### config.mk
export PLATFORM = sky130hd
export DESIGN_NAME = gf180mcu_fd_sc_mcu7t5v0__aoi_pipe
export DESIGN_NICKNAME = d
export VERILOG_FILES = /design/src/rtl/gf180mcu_fd_sc_mcu7t5v0__aoi_pipe_pkg.sv /design/src/rtl/gf180mcu_fd_sc_mcu7t5v0__aoi_pipe_stage.sv /design/src/rtl/gf180mcu_fd_sc_mcu7t5v0__aoi_pipe.sv
export SDC_FILE = /design/constraint.sdc
export NUM_CORES = 1
export LEC_CHECK = 0
export ABC_AREA = 1
export BUFFER_PORTS_ARGS = -buffer_cell sky130_fd_sc_hd__buf_4
export CAP_MARGIN = 20
export CORE_AREA = 2 2 39 41
export CTS_CLUSTER_DIAMETER = 100
export DETAILED_ROUTE_END_ITERATION = 10
export DIE_AREA = 0 0 41 43
export SYNTH_ARGS = -nofsm -noshare
export SYNTH_HDL_FRONTEND = slang
export SYNTH_SLANG_ARGS = --single-unit
### constraint.sdc
create_clock -name CLK -period 2.7 [get_ports CLK]
set_clock_uncertainty 0.1 [all_clocks]
set_input_delay 0.135 -clock CLK [delete_from_list [all_inputs] [get_ports CLK]]
set_output_delay 0.135 -clock CLK [all_outputs]
set_load 0.02 [all_outputs]
### src/rtl/gf180mcu_fd_sc_mcu7t5v0__aoi_pipe_pkg.sv
// Shared helpers for the pipelined AOI block: width math, parameter range
// checking and the {ZN, MULTI, GRP_IDX} result triple layout.
`ifndef GF180MCU_AOI_PIPE_PKG_SV
`define GF180MCU_AOI_PIPE_PKG_SV

// Result triple; the index field width follows the owning instance's GW.
`define AOI_PIPE_TRIPLE_T(gw) struct packed { \
  logic zn; \
  logic multi; \
  logic [(gw)-1:0] grp_idx; \
}

// Elaboration-time guard that stops a build with an out-of-range parameter.
`define AOI_PIPE_CHECK_RANGE(label, name, value, lo, hi) \
  if ((value) < (lo) || (value) > (hi)) begin : label \
    $error("%s=%0d is outside %0d..%0d", name, value, lo, hi); \
  end

`endif

package gf180mcu_fd_sc_mcu7t5v0__aoi_pipe_pkg;

  localparam int GROUPS_MIN = 2;
  localparam int GROUPS_MAX = 16;
  localparam int TERMS_MIN  = 1;
  localparam int TERMS_MAX  = 8;
  localparam int STAGES_MIN = 1;
  localparam int STAGES_MAX = 4;

  function automatic int clog2(input int value);
    int result;
    result = 0;
    for (int i = 0; i < 31; i++) begin
      if ((1 << i) < value) result = i + 1;
    end
    return result;
  endfunction

  // GRP_IDX must also encode the "no group true" value GROUPS.
  function automatic int aoi_gw(input int groups);
    return clog2(groups + 1);
  endfunction

  typedef `AOI_PIPE_TRIPLE_T(aoi_gw(3)) triple_default_t;

endpackage

### src/rtl/gf180mcu_fd_sc_mcu7t5v0__aoi_pipe_stage.sv
// One valid/ready register slice; the payload type is supplied by the parent
// so the same slice carries any triple width.
module gf180mcu_fd_sc_mcu7t5v0__aoi_pipe_stage #(
  parameter type T          = logic,
  parameter T    RESET_DATA = T'(0)
) (
  input  logic clk,
  input  logic rst,
  input  logic up_valid,
  input  T     up_data,
  input  logic dn_ready,
  output logic dn_valid,
  output T     dn_data
);

  logic load;

  assign load = ~dn_valid | dn_ready;

  // An empty upstream slot only clears valid; the payload keeps its last value.
  always_ff @(posedge clk) begin
    if (rst) begin
      dn_valid <= 1'b0;
      dn_data  <= RESET_DATA;
    end else if (load) begin
      dn_valid <= up_valid;
      if (up_valid) dn_data <= up_data;
    end
  end

endmodule

### src/rtl/gf180mcu_fd_sc_mcu7t5v0__aoi_pipe.sv
// Parametrised AND-OR-INVERT evaluation with group-hit flags, followed by a
// chain of valid/ready register slices.
module gf180mcu_fd_sc_mcu7t5v0__aoi_pipe
  import gf180mcu_fd_sc_mcu7t5v0__aoi_pipe_pkg::*;
#(
  parameter  int GROUPS = 3,
  parameter  int TERMS  = 2,
  parameter  int INVERT = 1,
  parameter  int STAGES = 1,
  localparam int GW     = aoi_gw(GROUPS)
) (
  input  logic                    CLK,
  input  logic                    RST,
  input  logic [GROUPS*TERMS-1:0] A,
  input  logic                    IN_VALID,
  output logic                    IN_READY,
  output logic                    ZN,
  output logic                    MULTI,
  output logic [GW-1:0]           GRP_IDX,
  output logic                    OUT_VALID,
  input  logic                    OUT_READY
);

  `AOI_PIPE_CHECK_RANGE(g_chk_groups, "GROUPS", GROUPS, GROUPS_MIN, GROUPS_MAX)
  `AOI_PIPE_CHECK_RANGE(g_chk_terms, "TERMS", TERMS, TERMS_MIN, TERMS_MAX)
  `AOI_PIPE_CHECK_RANGE(g_chk_invert, "INVERT", INVERT, 0, 1)
  `AOI_PIPE_CHECK_RANGE(g_chk_stages, "STAGES", STAGES, STAGES_MIN, STAGES_MAX)

  typedef `AOI_PIPE_TRIPLE_T(GW) triple_t;

  localparam triple_t RESET_TRIPLE = '{
    zn:      (INVERT != 0),
    multi:   1'b0,
    grp_idx: GW'(GROUPS)
  };

  logic [GROUPS-1:0] grp_hit;
  logic              seen_hit;
  logic              ready_chain;
  triple_t           eval_triple;
  logic [STAGES:0]   valid_vec;
  logic [STAGES:0]   ready_vec;
  triple_t           data_vec [STAGES+1];

  always_comb begin
    for (int g = 0; g < GROUPS; g++) begin
      grp_hit[g] = &A[g*TERMS +: TERMS];
    end
  end

  // The first hit sets the index, any later hit marks MULTI.
  always_comb begin
    eval_triple = RESET_TRIPLE;
    seen_hit    = 1'b0;
    for (int g = 0; g < GROUPS; g++) begin
      if (grp_hit[g]) begin
        if (seen_hit) eval_triple.multi = 1'b1;
        else eval_triple.grp_idx = GW'(g);
        seen_hit = 1'b1;
      end
    end
    eval_triple.zn = (INVERT != 0) ? ~seen_hit : seen_hit;
  end

  // Ready ripples back from OUT_READY; an empty slot is always ready.
  always_comb begin
    ready_chain       = OUT_READY;
    ready_vec[STAGES] = ready_chain;
    for (int k = STAGES - 1; k >= 0; k--) begin
      ready_chain  = ~valid_vec[k+1] | ready_chain;
      ready_vec[k] = ready_chain;
    end
  end

  assign valid_vec[0] = IN_VALID;
  assign data_vec[0]  = eval_triple;

  for (genvar k = 0; k < STAGES; k++) begin : g_stage
    gf180mcu_fd_sc_mcu7t5v0__aoi_pipe_stage #(
      .T          (triple_t),
      .RESET_DATA (RESET_TRIPLE)
    ) u_stage (
      .clk      (CLK),
      .rst      (RST),
      .up_valid (valid_vec[k]),
      .up_data  (data_vec[k]),
      .dn_ready (ready_vec[k+1]),
      .dn_valid (valid_vec[k+1]),
      .dn_data  (data_vec[k+1])
    );
  end

  assign IN_READY  = ready_vec[0];
  assign OUT_VALID = valid_vec[STAGES];
  assign ZN        = data_vec[STAGES].zn;
  assign MULTI     = data_vec[STAGES].multi;
  assign GRP_IDX   = data_vec[STAGES].grp_idx;

endmodule

==> flow_summary.ini <==
[route]
wl_per_cell_um = 7.600
finalWirelength_um = 494
drt_iter0_markers = 0
postRouteAntennaNets = 0
route.vias.total = 240
first_pass_iters = 1
drc_errors = 0
routed_via_density = 3.692

[worst_hold_path]
hold_depth = 4
hp-class = input port to flop
hold_start = OUT_READY
holdPathEnd = g_stage[0].u_stage.dn_valid

[worst_setup_path]
rrSetupSlack_ns = 1.74
worstRegToRegCells = 5
start_kind = flop
startpoint = g_stage[0].u_stage.dn_valid
timing.rr.end = g_stage[0].u_stage.dn_data[1]
path_class = flop to primary output
crit_arrival_ns = 0.83
rr_startpoint = g_stage[0].u_stage.dn_valid
worstSetupEndpointType = primary output
cp_max_fo = 3
crit_required_ns = 2.47

[clocking]
ctsHtreeMaxLevel = 1
cts_root_buffer = clkbuf_4
path_clk_slew_ns = 0.04
clock_latency_ns = 0.24
clock_path_buffers = 2
clock-sinks = 5
cts-buffers-inserted = 3
cts_tree = yes
postCtsSetupBuffers = 0

[global_route]
overflow = 0
antenna_found_initial = 0
track_usage = 0.07021
grt_pass1_vias = 210
grt_max_degree = 8
grt_pass1_wl_um = 821

[layout]
nets = 60
instances_no_fill = 65
post_route_cells_drive_above_1_share = 0.4694
final_util = 0.2902
nFillCells = 159
n_antenna_cell = 0
area_delta_synth_final_pct = 62.12

[place]
gp_congestion = 0.6773
numPortBuffers = 15
place_inst = 60
hpwl_um = 414.4

[logic_synthesis]
synth_top_area_share = 0.4040
avgSynthCellArea_um2 = 7.992
synthAdderAreaFrac = 0
synth.distinct_cells = 13
syn_inst = 31
synth_xor_area_frac = 0
synth_simple_gate_area_share = 0.2879
synth_fp_nets = 41
synth_compound_area_frac = 0.1869
yosys.area.top_type = dfxtp_1
ys_ff_latch = 5
ys_seq_area_frac = 0.4040
synth_top_family_by_area = simple AND/OR/NAND/NOR gates
yosys-mux-area-fraction = 0
yosysWarnings = 0
synthesis.area_um2 = 247.7
synthTopCellsByArea = dfxtp_1 40%, nand2_1 9.1%, nand2_4 9.1%

[floorplanning]
die_y_um = 43
die-area_um2 = 1763
die_w_um = 41
pin_count = 16
rows = 14
start_util = 0.1790
core_um2 = 1384

[power_and_ir_drop]
comb_power_share = 0.213
clkPwrFrac = 0.402
p_int_w = 0.0001575
leakagePower_nw = 0.2046
p_total_w = 0.0002127
power_density_nw_per_um2 = 529.5
p_seq_frac = 0.385
p_switching_w = 0.00005518
ir_worst_vdd_v = 0.0001217
p_sw_frac = 0.2594

[timing]
hold_violations = 0
setup_tns_ns = 0
slew_violations = 0
tightest_slew_ns = 0.1905
finalWorstPathRequiredPeriod_ns = 1.065
fin_crit_sh = 0.3944
maxSlewHeadroom = 0.8717
setup_viol = 0
rsz0062_at_grt = no
fmax_mhz = 939.2

[run]
cap_violations = 0

[run_status]
outcome = completed
==> routing by layer <==
metal	GRT usage	vias up	routed length, um
met1	0.09295	96	216
li1	-	131	-
met3	0.04712	0	78
met2	0.08125	13	199
met4	0.04000	0	0
met5	0	-	0
==> cell usage after synthesis <==
| master | instances |
|---|---|
| a21oi_1 | 3 |
| a21oi_2 | 1 |
| buf_4 | 2 |
| dfxtp_1 | 5 |
| inv_1 | 4 |
| nand2_1 | 6 |
| nand2_2 | 1 |
| nand2_4 | 2 |
| nand3_1 | 1 |
| nor2_1 | 1 |
| nor2_4 | 1 |
| o21ai_0 | 3 |
| o21bai_1 | 1 |
==> cell usage in the layout, fill, tap and decap left out <==
cell type / count
nand2_2: 1
buf_4: 15
a21oi_1: 3
clkbuf_1: 1
dlygate4sd3_1: 1
inv_1: 4
nand3_1: 1
nand2_4: 2
o21ai_0: 3
nor2_4: 1
clkbuf_4: 3
dfxtp_1: 5
o21bai_1: 1
nand2_1: 6
nor2_1: 1
a21oi_2: 1
==> how the worst max path moves through the flow <==
stage | depth (start not counted) | end | slack (ns)
detailed placement | 5 | g_stage[0].u_stage.dn_data[1] | 1.75
finish | 2 | IN_READY | 1.64
floorplan | 5 | g_stage[0].u_stage.dn_data[1] | 1.60
global placement | 5 | g_stage[0].u_stage.dn_data[1] | 1.77
global route | 2 | IN_READY | 1.60
CTS | 2 | IN_READY | 1.62
==> flip-flops by register name, indices dropped and copies added (netlist names) <==
| register | flops |
|---|---|
| g_stage.u_stage.dn_data | 4 |
| g_stage.u_stage.dn_valid | 1 |
==> cell families (layout without fill, tap and decap cells) <==
kind of cell / count (synthesis) / in the layout
compound gates: 8 / 8
buf+inv: 6 / 24
flops: 5 / 5
simple gates: 12 / 12
==> metrics by stage <==
stage / hold slack, ns / setup WS, ns / cell area, um2
4_1_cts: 0.09302 / 1.621 / 401.6
5_1_grt: 0.1176 / 1.600 / 401.6
3_3_place_gp: 0.2364 / 1.772 / 365.4
2_1_floorplan: 0.09744 / 1.601 / 247.7
3_5_place_dp: 0.2364 / 1.746 / 365.4
6_report: 0.09651 / 1.635 / 401.6
==> timing repair <==
item                                   CTS  global route
gates resized for setup                  0             0
endpoints found under the hold margin    2             0
hold buffers                             1             0
==> power groups by stage <==
stage	combinational [W]	sequential [W]	clock, W
2_1_floorplan	0.0000223	0.0000865	0
3_3_place_gp	0.0000441	0.0000833	0
3_5_place_dp	0.0000448	0.0000833	0
4_1_cts	0.0000460	0.0000819	0.0000906
5_1_grt	0.0000500	0.0000825	0.0000943
6_report	0.0000453	0.0000819	0.0000855
==> worst max-delay path, cell delays in order (launching register included) <==
cell     delay, ns
dfxtp_1       0.36
nand2_4       0.08
buf_4         0.15
==> cell type report <==
class,instances,area [um2],area share
Clock buffer,4,26.28,0.06542
Timing Repair Buffer,16,122.6,0.3053
Multi-Input combinational cell,20,117.6,0.2928
Inverter,4,15.01,0.03738
Sequential cell,5,100.1,0.2492
Tap cell,16,20.02,0.04984
(Power assumes the default switching activity.)
